==> src/rtl/vga_timing_pkg.sv <==
`default_nettype none
// ============================================================================
// vga_timing_pkg : default 640x480@60 timing and sync-window helpers
// Revision: 1.0
// ============================================================================
package vga_timing_pkg;

  localparam int DEF_CLK_DIV  = 4;
  localparam int DEF_H_ACTIVE = 640;
  localparam int DEF_H_FP     = 16;
  localparam int DEF_H_SYNC   = 96;
  localparam int DEF_H_BP     = 48;
  localparam int DEF_V_ACTIVE = 480;
  localparam int DEF_V_FP     = 10;
  localparam int DEF_V_SYNC   = 2;
  localparam int DEF_V_BP     = 33;

  function automatic int total_len(int active, int fp, int sync, int bp);
    return active + fp + sync + bp;
  endfunction

  // Sync window is the half-open range [sync_start, sync_end).
  function automatic int sync_start(int active, int fp);
    return active + fp;
  endfunction

  function automatic int sync_end(int active, int fp, int sync);
    return active + fp + sync;
  endfunction

endpackage
`default_nettype wire

==> src/rtl/vga_sync_delay.sv <==
`default_nettype none
// ============================================================================
// vga_sync_delay : tick-enabled shift register for the sync/valid bundle
// Revision: 1.0
// ============================================================================
module vga_sync_delay #(
  parameter int DEPTH = 0,
  parameter int WIDTH = 3
) (
  input  logic             clk,
  input  logic             rst,
  input  logic             tick,
  input  logic [WIDTH-1:0] rst_val,
  input  logic [WIDTH-1:0] din,
  output logic [WIDTH-1:0] dout
);

  generate
    if (DEPTH == 0) begin : g_bypass
      logic bypass_unused;
      assign bypass_unused = ^{clk, rst, tick, rst_val};
      assign dout = din;
    end else begin : g_shift
      logic [WIDTH-1:0] stages [DEPTH];

      always_ff @(posedge clk) begin
        if (rst) begin
          for (int i = 0; i < DEPTH; i++) stages[i] <= rst_val;
        end else if (tick) begin
          stages[0] <= din;
          for (int i = 1; i < DEPTH; i++) stages[i] <= stages[i-1];
        end
      end

      assign dout = stages[DEPTH-1];
    end
  endgenerate

endmodule
`default_nettype wire

==> src/rtl/vga_timing_gen.sv <==
`default_nettype none
// ============================================================================
// vga_timing_gen : parametrised VGA counters, sync decode and delayed syncs
// Revision: 1.0
// ============================================================================
module vga_timing_gen
  import vga_timing_pkg::*;
#(
  parameter int CLK_DIV  = DEF_CLK_DIV,
  parameter int H_ACTIVE = DEF_H_ACTIVE,
  parameter int H_FP     = DEF_H_FP,
  parameter int H_SYNC   = DEF_H_SYNC,
  parameter int H_BP     = DEF_H_BP,
  parameter int V_ACTIVE = DEF_V_ACTIVE,
  parameter int V_FP     = DEF_V_FP,
  parameter int V_SYNC   = DEF_V_SYNC,
  parameter int V_BP     = DEF_V_BP,
  parameter bit HS_POL   = 1'b0,
  parameter bit VS_POL   = 1'b0,
  parameter int PIPE_DLY = 0,
  parameter int CNT_W    = 10
) (
  input  logic             clk,
  input  logic             rst,
  input  logic             en,
  output logic             pix_tick,
  output logic [CNT_W-1:0] h_cnt,
  output logic [CNT_W-1:0] v_cnt,
  output logic             hsync,
  output logic             vsync,
  output logic             valid,
  output logic             line_start,
  output logic             frame_start,
  output logic             hsync_dly,
  output logic             vsync_dly,
  output logic             valid_dly
);

  localparam int H_TOTAL = total_len(H_ACTIVE, H_FP, H_SYNC, H_BP);
  localparam int V_TOTAL = total_len(V_ACTIVE, V_FP, V_SYNC, V_BP);
  localparam int DIV_W   = (CLK_DIV > 1) ? $clog2(CLK_DIV) : 1;

  localparam bit PARAMS_OK = (CLK_DIV >= 1) && (H_BP >= 1) && (V_BP >= 1) && (PIPE_DLY >= 0)
                          && (longint'(H_TOTAL) <= (longint'(1) << CNT_W))
                          && (longint'(V_TOTAL) <= (longint'(1) << CNT_W));

  generate
    if (!PARAMS_OK) begin : g_param_check
      $error("vga_timing_gen: illegal timing parameters");
    end
  endgenerate

  localparam logic [DIV_W-1:0] DIV_LAST   = DIV_W'(CLK_DIV - 1);
  localparam logic [CNT_W-1:0] H_LAST     = CNT_W'(H_TOTAL - 1);
  localparam logic [CNT_W-1:0] V_LAST     = CNT_W'(V_TOTAL - 1);
  localparam logic [CNT_W-1:0] H_ACT_C    = CNT_W'(H_ACTIVE);
  localparam logic [CNT_W-1:0] V_ACT_C    = CNT_W'(V_ACTIVE);
  localparam logic [CNT_W-1:0] HS_START_C = CNT_W'(sync_start(H_ACTIVE, H_FP));
  localparam logic [CNT_W-1:0] HS_END_C   = CNT_W'(sync_end(H_ACTIVE, H_FP, H_SYNC));
  localparam logic [CNT_W-1:0] VS_START_C = CNT_W'(sync_start(V_ACTIVE, V_FP));
  localparam logic [CNT_W-1:0] VS_END_C   = CNT_W'(sync_end(V_ACTIVE, V_FP, V_SYNC));

  logic [DIV_W-1:0] div;
  logic             tick;
  logic [CNT_W-1:0] h_nxt;
  logic [CNT_W-1:0] v_nxt;
  logic             pix_tick_r;
  logic             line_start_r;
  logic             frame_start_r;
  logic [2:0]       dly_out;

  assign tick = en && (div == DIV_LAST);

  always_comb begin
    h_nxt = h_cnt;
    v_nxt = v_cnt;
    if (tick) begin
      if (h_cnt == H_LAST) begin
        h_nxt = '0;
        v_nxt = (v_cnt == V_LAST) ? '0 : v_cnt + 1'b1;
      end else begin
        h_nxt = h_cnt + 1'b1;
      end
    end
  end

  // Decode is taken from the next counter values so it lands on the same edge.
  always_ff @(posedge clk) begin
    if (rst) begin
      div           <= '0;
      h_cnt         <= H_LAST;
      v_cnt         <= V_LAST;
      hsync         <= !HS_POL;
      vsync         <= !VS_POL;
      valid         <= 1'b0;
      pix_tick_r    <= 1'b0;
      line_start_r  <= 1'b0;
      frame_start_r <= 1'b0;
    end else begin
      pix_tick_r    <= tick;
      line_start_r  <= tick && (h_nxt == '0);
      frame_start_r <= tick && (h_nxt == '0) && (v_nxt == '0);
      if (en) begin
        div   <= (div == DIV_LAST) ? '0 : div + 1'b1;
        h_cnt <= h_nxt;
        v_cnt <= v_nxt;
        valid <= (h_nxt < H_ACT_C) && (v_nxt < V_ACT_C);
        hsync <= ((h_nxt >= HS_START_C) && (h_nxt < HS_END_C)) ? HS_POL : !HS_POL;
        vsync <= ((v_nxt >= VS_START_C) && (v_nxt < VS_END_C)) ? VS_POL : !VS_POL;
      end
    end
  end

  // Pulses are masked so they read low for the whole time en is low.
  assign pix_tick    = pix_tick_r & en;
  assign line_start  = line_start_r & en;
  assign frame_start = frame_start_r & en;

  vga_sync_delay #(
    .DEPTH (PIPE_DLY),
    .WIDTH (3)
  ) u_sync_delay (
    .clk     (clk),
    .rst     (rst),
    .tick    (tick),
    .rst_val ({!HS_POL, !VS_POL, 1'b0}),
    .din     ({hsync, vsync, valid}),
    .dout    (dly_out)
  );

  assign {hsync_dly, vsync_dly, valid_dly} = dly_out;

endmodule
`default_nettype wire

==> config.mk <==
export PLATFORM = sky130hd
export DESIGN_NAME = vga_timing_gen
export DESIGN_NICKNAME = d
export VERILOG_FILES = /design/src/rtl/vga_timing_pkg.sv /design/src/rtl/vga_sync_delay.sv /design/src/rtl/vga_timing_gen.sv
export SDC_FILE = /design/constraint.sdc
export NUM_CORES = 1
export LEC_CHECK = 0
export CORE_ASPECT_RATIO = 0.5
export CORE_MARGIN = 2
export CORE_UTILIZATION = 30
export CTS_BUF_LIST = sky130_fd_sc_hd__clkbuf_8
export DETAILED_ROUTE_END_ITERATION = 16
export DONT_BUFFER_PORTS = 1
export PLACE_DENSITY = 0.45
export SETUP_SLACK_MARGIN = 0.05
export SLEW_MARGIN = 20
export SYNTH_ARGS = -nofsm -noshare
export SYNTH_HDL_FRONTEND = slang
export SYNTH_SLANG_ARGS = --single-unit
==> constraint.sdc <==
create_clock -name clk -period 5.03 [get_ports clk]
set_input_delay 0.7545 -clock clk [delete_from_list [all_inputs] [get_ports clk]]
set_output_delay 0.7545 -clock clk [all_outputs]
set_load 0.05 [all_outputs]
==> results of run 1 <==
-- cell usage in the layout, fill, tap and decap left out, types with 2 or more instances in the layout --
cell type / netlist / final
a211o_1: 2 / 2
and2_1: 7 / 7
nor4_1: 3 / 3
nor3b_1: 2 / 2
nand2_1: 21 / 21
o311a_1: 2 / 2
nand4_1: 9 / 9
or3_1: 2 / 2
o221ai_1: 3 / 3
inv_1: 8 / 8
o21ai_0: 9 / 9
clkbuf_8: 0 / 4
xor2_1: 6 / 6
ha_1: 4 / 4
nor4_2: 2 / 2
a31oi_1: 4 / 4
nor2_1: 17 / 17
o31ai_1: 4 / 4
a21oi_1: 15 / 15
dfxtp_1: 28 / 28
nand3_1: 14 / 14
nor3_1: 8 / 8
mux2_2: 2 / 2
a2111oi_0: 2 / 2
mux2i_1: 6 / 6
o211ai_1: 3 / 3
and3_1: 6 / 6
or4_4: 2 / 2
-- power breakdown --
part / total, mW / leakage [nW] / internal, mW / switching, mW
clock network: 0.143 / 0.0288 / 0.0701 / 0.0727
registers: 0.236 / 0.227 / 0.225 / 0.0115
logic: 0.0302 / 0.447 / 0.0113 / 0.0190
-- cell families (layout without fill, tap and decap cells) --
| logic type | count (synthesis) | after routing | share of synthesized area (%) |
|---|---|---|---|
| buffers and inverters | 29 | 13 | 7.37 |
| multiplexers | 8 | 8 | 4.46 |
| XOR/XNOR | 7 | 7 | 3.31 |
| AND/OR/NAND/NOR | 107 | 107 | 33.3 |
| AO/OA/AOI/OAI | 52 | 52 | 18.6 |
| flip-flops | 28 | 28 | 30.3 |
| adder cells (fa/ha/maj) | 4 | 4 | 2.70 |
-- layer usage --
layer / routed length (µm) / vias to the layer above / GRT usage (%)
met5: 0 / - / 0
met4: 44 / 0 / 2.58
met3: 352 / 4 / 6.34
met2: 2170 / 31 / 24.0
met1: 2470 / 818 / 19.9
li1: - / 829 / -
-- cell usage after synthesis (2+ instances only) --
cell type / instances
o31ai_1: 4
nor3b_1: 2
nor4_1: 3
or4_4: 2
buf_2: 4
and3_1: 6
nor4_2: 2
inv_1: 8
o311a_1: 2
nand3_1: 14
and2_1: 7
nor2_1: 17
mux2i_1: 6
clkbuf_1: 10
a2111oi_0: 2
mux2_2: 2
xor2_1: 6
a211o_1: 2
o221ai_1: 3
nand4_1: 9
nand2_1: 21
o21ai_0: 9
nor3_1: 8
a21oi_1: 15
dfxtp_1: 28
buf_4: 4
ha_1: 4
or3_1: 2
a31oi_1: 4
o211ai_1: 3
-- layout make-up --
cell class | count | area [µm²]
flip-flops and latches | 28 | 561
clock buffers | 4 | 55.1
well taps | 77 | 96.3
inverters | 9 | 33.8
fillers | 660 | 4110
multi-input cells | 178 | 1150
-- stage by stage --
step                cell area, µm²  setup WS, ns  total power, mW  util (%)
CTS                           1900          1.70            0.420      31.6
global route                  1900          1.47            0.434      31.6
global placement              1840          1.82            0.271      30.7
finish                        1900          1.67            0.410      31.6
floorplan                     1850          2.38            0.268         -
detailed placement            1840          1.71            0.272      30.7
-- worst max-delay path, cell delays in order (launching register included) --
cell and delay [ns]:
dfxtp_1 0.74, ha_1 0.38, nand3_1 0.49, or4_4 0.79
or4_4 0.54, o21ai_2 0.11, nor3_2 0.07, a31oi_1 0.16
-- worst max-delay path by stage --
stage | start | to | slack [ns] | cells past startpoint
after CTS | h_cnt[0] | vsync | 1.70 | 7
after detailed placement | h_cnt[0] | vsync | 1.71 | 7
final | h_cnt[0] | vsync | 1.67 | 7
after global routing | h_cnt[0] | vsync | 1.47 | 7
after global placement | h_cnt[0] | valid | 1.82 | 7
after floorplan | h_cnt[0] | valid | 2.38 | 7
-- flip-flops by register name, summed over array words and instances, names as in the netlist --
signal,count
h_cnt,10
v_cnt,10
div,2
frame_start_r,1
hsync,1
line_start_r,1
pix_tick_r,1
valid,1
vsync,1
==> results.tsv, run 1 <==
metric	value	unit
slew_violations	0	
min_path_type	reg2reg	
reg2regPathDepth	7	
period_share	66.8	%
detail_route.vias_per_cell	5.68	
p_per_area	216	nW/µm²
post_drt_wl_per_cell	17.0	µm
die_area	6850	µm²
syn_inst	235	
setup_viol	0	
clockRootBuffer	clkbuf_8	
criticalPathCategory	reg2reg	
post-route-min-period	3.36	ns
rsz0062_at_grt	no	
drive_above_1_share	8.22	%
num_rows	20	
drt-total-wl	5040	µm
dr.pass1.iters	4	
grt_pass1_vias	1593	
min_to	div[1]	
ir_worst_vdd	94.7	µV
p_leak	0.702	nW
tns	0	ns
r2r-end	vsync	
hold_start	div[1]	
clockBufferDepth	2	
track_usage	15.2	%
syn_area_per_cell	7.87	µm²
num_antenna_cells	0	
arrival	3.56	ns
cts_hold_buf	0	
startpoint_type	flip-flop	
ys_ff_latch	28	
cp-end-kind	flip-flop	
yosys_warnings	0	
synth_edf_count	0	
cts_tree	built	
io_buffers	0	
reg2reg_slack	1.67	ns
async_reset_ff_share	0	%
overflow	0	
cts_resized	0	
ant_nets	0	
drv_cap	0	
syn_area	1850	µm²
htreeDepth	1	
dp.cells	292	
path_max_fanout	16	
max-slew-margin-rel	34.8	%
core_area	6010	µm²
globalplace.congestion	0.856	
dr.first_iter.drc_count	59	
antenna_found_initial	0	
postCtsSetupBuffers	0	
synthTopCellsByArea	dfxtp_1 30%, nand2_1 4.3%, a21oi_1 4.1%	
area_growth	2.64	%
worstHoldPathCells	2	
clk_pin_slew	0.10	ns
ios	32	
synth_ff_type	dfxtp_1	
synth_top_area_share	30.3	%
grt_pass1_wl	8030	µm
layout.cells.non_filler	296	
synth_cell_types	56	
initial_core_util	30.8	%
chipHeight	59.5	µm
fin_skew	0.00644	ns
cts_num_sinks	28	
timing.final.hold_violations	0	
status	completed	
worstPathRequired	5.24	ns
syn_nets	242	
clk_latency	0.28	ns
ys_seq_area_share	30.3	%
holdWs	0.513	ns
synth_top_area_cell	dfxtp_1	
r2r-start	h_cnt[0]	
numCtsBuffers	3	
hpwl	3660	µm
vias	1682	
fmax	298	MHz
drc	0	
grt_max_degree	19	
tightest_slew	0.977	ns
nNetsFinal	227	
die_w	115	µm
Note: power is estimated with default switching activity, not from simulation.
==> run 2: changes to the inputs <==
--- a/config.mk
+++ b/config.mk
@@ -11,7 +11,7 @@
 export CTS_BUF_LIST = sky130_fd_sc_hd__clkbuf_8
 export DETAILED_ROUTE_END_ITERATION = 16
 export DONT_BUFFER_PORTS = 1
-export PLACE_DENSITY = 0.45
+export PLACE_DENSITY = 0.46
 export SETUP_SLACK_MARGIN = 0.05
 export SLEW_MARGIN = 20
 export SYNTH_ARGS = -nofsm -noshare
==> constraint.sdc (replaced) <==
create_clock -name clk -period 3.05 [get_ports clk]
set_input_delay 0.4575 -clock clk [delete_from_list [all_inputs] [get_ports clk]]
set_output_delay 0.4575 -clock clk [all_outputs]
set_load 0.05 [all_outputs]
==> results.tsv, run 2 (same netlist as run 1, synthesis figures left out) <==
metric	value	unit	change
fmax	393	MHz	+32%
grt_max_degree	19		unchanged
io_buffers	0		unchanged
worstHoldPathCells	1		-1
tns	0	ns	unchanged
detail_route.vias_per_cell	5.53		-2.7%
final_cell_mix	28 x dfxtp_1, 22 x buf_4, 21 x nand2_1, 17 x nor2_1, 15 x a21oi_1		
fillers	646		-2.1%
post-route-min-period	2.54	ns	-0.816 ns
r2r-start	div[0]		
die_w	115	µm	unchanged
cts_tree	built		
p_int	0.571	mW	+86%
clk_latency	0.29	ns	about the same
track_usage	15.7	%	+0.51 points
setup_viol	0		unchanged
min_to	v_cnt[5]		
die_area	6850	µm²	unchanged
clockBufferDepth	2		unchanged
hold_start	rst		
regArea	561	µm²	unchanged
numCtsBuffers	3		unchanged
top_regs	h_cnt x10, v_cnt x10, div x2		
initial_core_util	30.8	%	unchanged
reg2reg_slack	0.51	ns	-1.16 ns
hpwl	3860	µm	+5.7%
htreeDepth	1		unchanged
chipHeight	59.5	µm	unchanged
min_path_type	in2reg		
cp-end-kind	flip-flop		
drc	0		unchanged
met2_length	2240	µm	+3.3%
p_sw	0.179	mW	+74%
path_max_fanout	7		-9
period_share	83.3	%	+17 points
clkPwrFrac	40.5	%	+5.6 points
ios	32		unchanged
tightest_slew	0.986	ns	+0.00859 ns
startpoint	div[0]		
core_area	6010	µm²	unchanged
dr.pass1.iters	4		unchanged
wl_met3	413	µm	+17%
grt_pass1_wl	8450	µm	+5.2%
status	completed		
max-slew-margin-rel	34.2	%	-0.57 points
p_leak	0.817	nW	+16%
met1Wirelength	2530	µm	+2.1%
antenna_found_initial	0		unchanged
fin_skew	0.00527	ns	-0.00117 ns
place_ws	0.509	ns	-1.20 ns
multi_input_area	1150	µm²	unchanged
nNetsFinal	249		+9.7%
drive_above_1_share	16.6	%	+8.4 points
postCtsSetupBuffers	0		unchanged
ant_nets	0		unchanged
drv_cap	0		unchanged
timing.final.hold_violations	0		unchanged
cts_num_sinks	28		unchanged
clk_pin_slew	0.10	ns	about the same
fin_ws	0.508	ns	-1.16 ns
r2r-end	frame_start_r		
area_growth	12.4	%	
dr.first_iter.drc_count	51		-14%
drt-total-wl	5210	µm	+3.5%
post_drt_wl_per_cell	16.4	µm	-3.7%
ir_worst_vdd	163	µV	+72%
p_per_area	361	nW/µm²	+67%
worstPathRequired	3.26	ns	-1.98 ns
cts_resized	0		unchanged
slew_violations	0		unchanged
top_layer	met4		
reg2regPathDepth	7		unchanged
cts_hold_buf	0		unchanged
grt_pass1_vias	1688		+6.0%
num_antenna_cells	0		unchanged
swShare	23.9	%	-1.3 points
vias	1759		+4.6%
seqPwrFrac	50.2	%	-7.5 points
clockRootBuffer	clkbuf_8		
num_rows	20		unchanged
criticalPathCategory	reg2reg		
arrival	2.75	ns	-0.81 ns
final_common_cell	dfxtp_1		
globalplace.congestion	0.893		+4.2%
startpoint_type	flip-flop		
pwr-share-comb	9.3	%	+1.9 points
rsz0062_at_grt	no		
overflow	0		unchanged
## run 2: layout make-up
type	instances	area share [%]
clock buffer	3	1.98
clock inverter	1	1.44
inverter	9	1.62
multi-input combinational	178	55.4
sequential	28	26.9
tap	77	4.63
timing repair buffer	22	7.94
## run 2: worst max-delay path by stage
stage | endpoint | slack (ns) | depth (start not counted)
finish | frame_start_r | 0.51 | 7
detailed placement | frame_start_r | 0.51 | 7
CTS | frame_start_r | 0.48 | 7
floorplan | valid | 0.40 | 7
global route | frame_start_r | 0.24 | 7
global placement | frame_start_r | 0.56 | 7
## run 2: worst max-delay path, stage by stage, from the launching register on
cell and delay [ns]:
dfxtp_1 0.36, ha_1 0.28, nand4_1 0.28, or3_1 0.51, o21a_1 0.21, nor4b_1 0.37
o311a_1 0.25, nor4b_2 0.18
## run 2: routing by layer
metal	track usage, %	vias to the layer above
li1	-	873
met1	20.0	841
met2	25.6	40
met3	6.13	5
met4	3.44	0
met5	0	-
## run 2: per-stage QoR
stage	std cells	cell area (µm²)	hold WS [ns]	total power [mW]	utilization [%]
3_3_place_gp	314	2010	0.483	0.454	33.5
3_5_place_dp	314	2010	0.495	0.455	33.5
5_1_grt	318	2080	0.209	0.783	34.6
6_report	318	2080	0.225	0.750	34.6
4_1_cts	318	2080	0.214	0.766	34.6
2_1_floorplan	235	1850	0.465	0.442	-
## run 2: power by group through the flow
stage / clock (mW) / sequential (mW) / combinational (mW)
6_report: 0.304 / 0.377 / 0.0699
3_5_place_dp: 0 / 0.385 / 0.0695
3_3_place_gp: 0 / 0.385 / 0.0687
4_1_cts: 0.319 / 0.377 / 0.0697
5_1_grt: 0.327 / 0.378 / 0.0773
2_1_floorplan: 0 / 0.395 / 0.0469
==> patch 1 (settings of run 2) <==
Change the parameter `VS_POL` from 1'b0 to 1'b1.
--- a/src/rtl/vga_timing_gen.sv
+++ b/src/rtl/vga_timing_gen.sv
@@ -16,7 +16,7 @@
   parameter int V_SYNC   = DEF_V_SYNC,
   parameter int V_BP     = DEF_V_BP,
   parameter bit HS_POL   = 1'b0,
-  parameter bit VS_POL   = 1'b0,
+  parameter bit VS_POL   = 1'b1,
   parameter int PIPE_DLY = 0,
   parameter int CNT_W    = 10
 ) (
Formal check against the unedited RTL: not equivalent (a bounded check fails within 4 cycles, from zero or initial values and one cycle with rst high).
==> patch 1 against run 2 <==
  * Clock power shrank 21%
  * Total power shrank 11%
  * Worst setup slack gained 0.20 ns
  * Sequential share of layout area grew 2.2 points
  * Area after synthesis shrank 4.0%
  * Routed wire length shrank 13%
  * Sequential cell count is the same
  * Critical path depth shrank 1
  * Final area shrank 7.6%
  * Largest cell class unchanged
==> patch 1: results (changes against run 2) <==
Post-Synthesis Cells=218 (-7.2%); status=completed; drt pass-1 iters=4 (unchanged); fraction of layout cells with a size suffix above 1=13.4% (-3.2 points); CP max stage delay=0.78 ns (+0.27 ns); vias in the first global route=1478 (-12%); Power Internal=0.505 mW (-12%); drt first-iter violations=59 (+16%); WL final=4520 um (-13%); Final Skew=0.00666 ns (+0.00139 ns); CP arrival=2.57 ns (-0.18 ns); Worst Path Max Fanout=8 (+1); pin count of the biggest net entering global routing=26 (+7); DP HPWL=3330 um (-14%); gr usage total=14.0% (-1.7 points); worst vdd ir=0.151 mV (-7.4%); nets=225 (-9.6%); GP Congestion=0.833 (-6.6%); Max-slew headroom=34.8% (+0.67 points); synth top area cells=dfxtp_1, nor2_1, xnor2_1, nand2_1, ha_1; Worst path top cell family by delay=compound AO/OA/AOI/OAI gates; wire per inst=15.6 um (-4.9%); commonest cells in the netlist=dfxtp_1, nor2_1, nand2_1; Yosys cell types=49 (-13%); htree depth=1 (unchanged)
-- patch 1: path summary, 6_finish.rpt --
check                         from                     to  slack [ns]  cells past startpoint
max reg2reg  v_cnt[4]$_SDFFE_PP0P_     valid$_SDFFE_PP0P_        0.71                      6
min                            rst  v_cnt[8]$_SDFFE_PP0P_        0.23                      1
min reg2reg    div[1]$_SDFFE_PP0P_    div[1]$_SDFFE_PP0P_        0.52                      2
max          v_cnt[4]$_SDFFE_PP0P_     valid$_SDFFE_PP0P_        0.71                      6
-- patch 1: per-layer routing --
metal | part of all wire (%) | vias to the layer above | track usage [%] | routed length [um]
li1 | - | 772 | - | -
met1 | 48 | 720 | 18.4 | 2160
met2 | 45 | 33 | 22.3 | 2020
met3 | 6.5 | 4 | 5.05 | 294
met4 | 0.93 | 0 | 3.48 | 42
met5 | 0 | - | 0 | 0
-- patch 1: cells by family (layout without fill, tap and decap cells) --
logic type	count (synthesis)	in the layout	share of synthesized area, %
buffers and inverters	28	27	8.24
AND/OR/NAND/NOR	99	99	31.3
AO/OA/AOI/OAI	43	43	18.0
multiplexers	3	3	1.69
XOR/XNOR	13	13	6.41
flip-flops	28	28	31.5
adder cells (fa/ha/maj)	4	4	2.82
-- patch 1: final cells by class --
cell class / count / area [sq um]
clock buffer: 4 / 55.1
sequential: 28 / 561
tap: 73 / 91.3
multi-input combinational: 162 / 1070
fill: 593 / 3660
timing repair buffer: 16 / 120
inverter: 7 / 26.3
-- patch 1: power groups by stage --
| stage | sequential [mW] | clock (mW) | combinational, mW |
|---|---|---|---|
| 2_1_floorplan | 0.392 | 0 | 0.0359 |
| 3_3_place_gp | 0.384 | 0 | 0.0485 |
| 3_5_place_dp | 0.384 | 0 | 0.0484 |
| 4_1_cts | 0.376 | 0.252 | 0.0486 |
| 5_1_grt | 0.376 | 0.267 | 0.0533 |
| 6_report | 0.376 | 0.241 | 0.0484 |
-- patch 1: through the flow --
step           setup WS, ns  instance area (sq um)  util, %
3_3_place_gp          0.687                   1870     33.4
4_1_cts               0.687                   1920     34.4
5_1_grt               0.426                   1920     34.4
2_1_floorplan         0.597                   1780        -
3_5_place_dp          0.708                   1870     33.4
6_report              0.711                   1920     34.4
-- patch 1: worst reg2reg max path, delay by kind of cell (launching register included) --
kind	cells	cell delay, ns
AND/OR/NAND/NOR	2	0.65
flip-flops	1	0.78
AO/OA/AOI/OAI	4	0.86
==> patch 2 (settings of run 2) <==
Without the edit above. Reset style: asynchronous (`rst`), changed in one clocked block.
--- a/src/rtl/vga_timing_gen.sv
+++ b/src/rtl/vga_timing_gen.sv
@@ -85,7 +85,7 @@
   end
 
   // Decode is taken from the next counter values so it lands on the same edge.
-  always_ff @(posedge clk) begin
+  always_ff @(posedge clk or posedge rst) begin
     if (rst) begin
       div           <= '0;
       h_cnt         <= H_LAST;
Behaviour: differs if rst is asserted again (counterexample within 10 cycles, from zero or initial values and one cycle with rst high); with rst held inactive, the same outputs for 10 cycles.
==> patch 2 against run 2 <==
  * Routed wire length down 5.6%
  * Area after synthesis decreased by 2.0%
  * Final area decreased by 2.0%
  * Via count down 6.5%
  * Hold slack lost 0.072 ns
  * Worst setup slack got worse by 0.11 ns
  * Sequential cell count did not move
  * Critical path type unchanged
Power is not compared: it rests on default switching activity, and its combinational part moved more than twofold at a synthesized area within 25%.
==> patch 2: results (changes against run 2) <==
status=completed; gr usage total=15.5% (-0.29 points); CTS clk-pin slew, worst paths=0.10 ns (about the same); CP arrival=2.86 ns (+0.11 ns); GP Congestion=0.860 (-3.6%); htree depth=1 (unchanged); DP HPWL=3600 um (-6.9%); synthesized net count=213 (-12%); top routing layer in use=met4; grt met2 use=25.7% (+0.050 points); Leak Pwr=roughly 0.81 nW; fill count=584 (-9.6%); WL met2=2290 um (+2.4%); Slew @ Worst Pin=0.952 ns (-0.0342 ns); post-synthesis sequential area ratio=39.5% (+9.2 points); worst slack at placement=0.432 ns (-0.0770 ns); switching power total=0.380 mW; placed insts=284 (-9.6%); synth top area cells=dfrtp_1, dfstp_2, nand2_1, nand4_1, nand3_1; asr flop ratio synth=100% (+100 points); CP max stage cell=or4_1; first-pass GRT wire length=8140 um (-3.8%); Yosys cell types=47 (-16%); routed vias/inst=5.71 (+3.3%); wire per inst=17.1 um (+4.3%); fraction of layout cells with a size suffix above 1=21.4% (+4.8 points); CP max stage delay=0.61 ns (+0.10 ns); Final Skew=0.00523 ns (-0.0000418 ns); pin count of the biggest net entering global routing=27 (+8); DRT met1 WL=2320 um (-8.2%); Worst path top cell family by delay=simple AND/OR/NAND/NOR gates; count of yosys warnings during synthesis=0 (unchanged); Non-Filler Instances=288 (-9.4%); antenna cells=0 (unchanged); drt first-iter violations=92 (+80%); M1 GR Usage=20.3% (+0.33 points); GR met3 Demand/Resource=4.29% (-1.8 points); nets=223 (-10%); ys flop type=dfrtp_1; metal3 WL=285 um (-31%); Avg Inst Size Synth=8.80 sq um (+12%); worst min-delay path category=input pin to asynchronous set/reset pin; vias in the first global route=1621 (-4.0%); Pins Over Slew Limit=0 (unchanged); commonest cells in the netlist=nand2_1, dfrtp_1, clkbuf_1; CTS Buf Count=3 (unchanged); placed cell area=1990 sq um (-0.75%); cts repair resizes=0 (unchanged); drt pass-1 iters=4 (unchanged); Worst Path Max Fanout=5 (-2)
[patch 2: path summary, 6_finish.rpt]
| check | endpoint | cells after the start | start | slack, ns |
|---|---|---|---|---|
| min reg2reg | div[0]$_DFFE_PP0P_ | 1 | div[0]$_DFFE_PP0P_ | 0.49 |
| min | pix_tick_r$_DFF_PP0_ | 1 | rst | 0.15 |
| max in group asynchronous | h_cnt[3]$_DFFE_PP1P_ | 2 | rst | 2.29 |
| min in group clk | hsync$_DFFE_PP1P_ | 1 | en | 0.22 |
| max reg2reg | vsync$_DFFE_PP1P_ | 7 | h_cnt[0]$_DFFE_PP1P_ | 0.40 |
| max | vsync$_DFFE_PP1P_ | 7 | h_cnt[0]$_DFFE_PP1P_ | 0.40 |
[patch 2: cells by family (layout without fill, tap and decap cells)]
| logic type | after synthesis | after routing | synth area share [%] |
|---|---|---|---|
| adders and majority gates | 4 | 4 | 2.76 |
| xor gates and xnor gates | 12 | 12 | 5.80 |
| AOI/OAI and AO/OA | 40 | 40 | 14.4 |
| and+or+nand+nor | 88 | 88 | 27.7 |
| DFF | 28 | 28 | 39.5 |
| muxes | 5 | 5 | 3.24 |
| buffers and inverters | 29 | 38 | 6.62 |
[patch 2: cell type report]
cell class,count,area [sq um],area share (%)
multi-input combinational,149,977,47.9
sequential,28,716,35.1
timing repair buffer,22,165,8.10
tap,73,91.3,4.48
inverter,12,45.0,2.21
clock buffer,3,41.3,2.02
clock inverter,1,3.75,0.184
[patch 2: power groups by stage]
stage | Combinational [mW] | Sequential, mW | Clock (mW)
6_report | 0.348 | 0.447 | 0.214
5_1_grt | 0.381 | 0.453 | 0.242
4_1_cts | 0.350 | 0.448 | 0.218
3_5_place_dp | 0.349 | 0.455 | 0
3_3_place_gp | 0.348 | 0.453 | 0
2_1_floorplan | 0.152 | 0.566 | 0
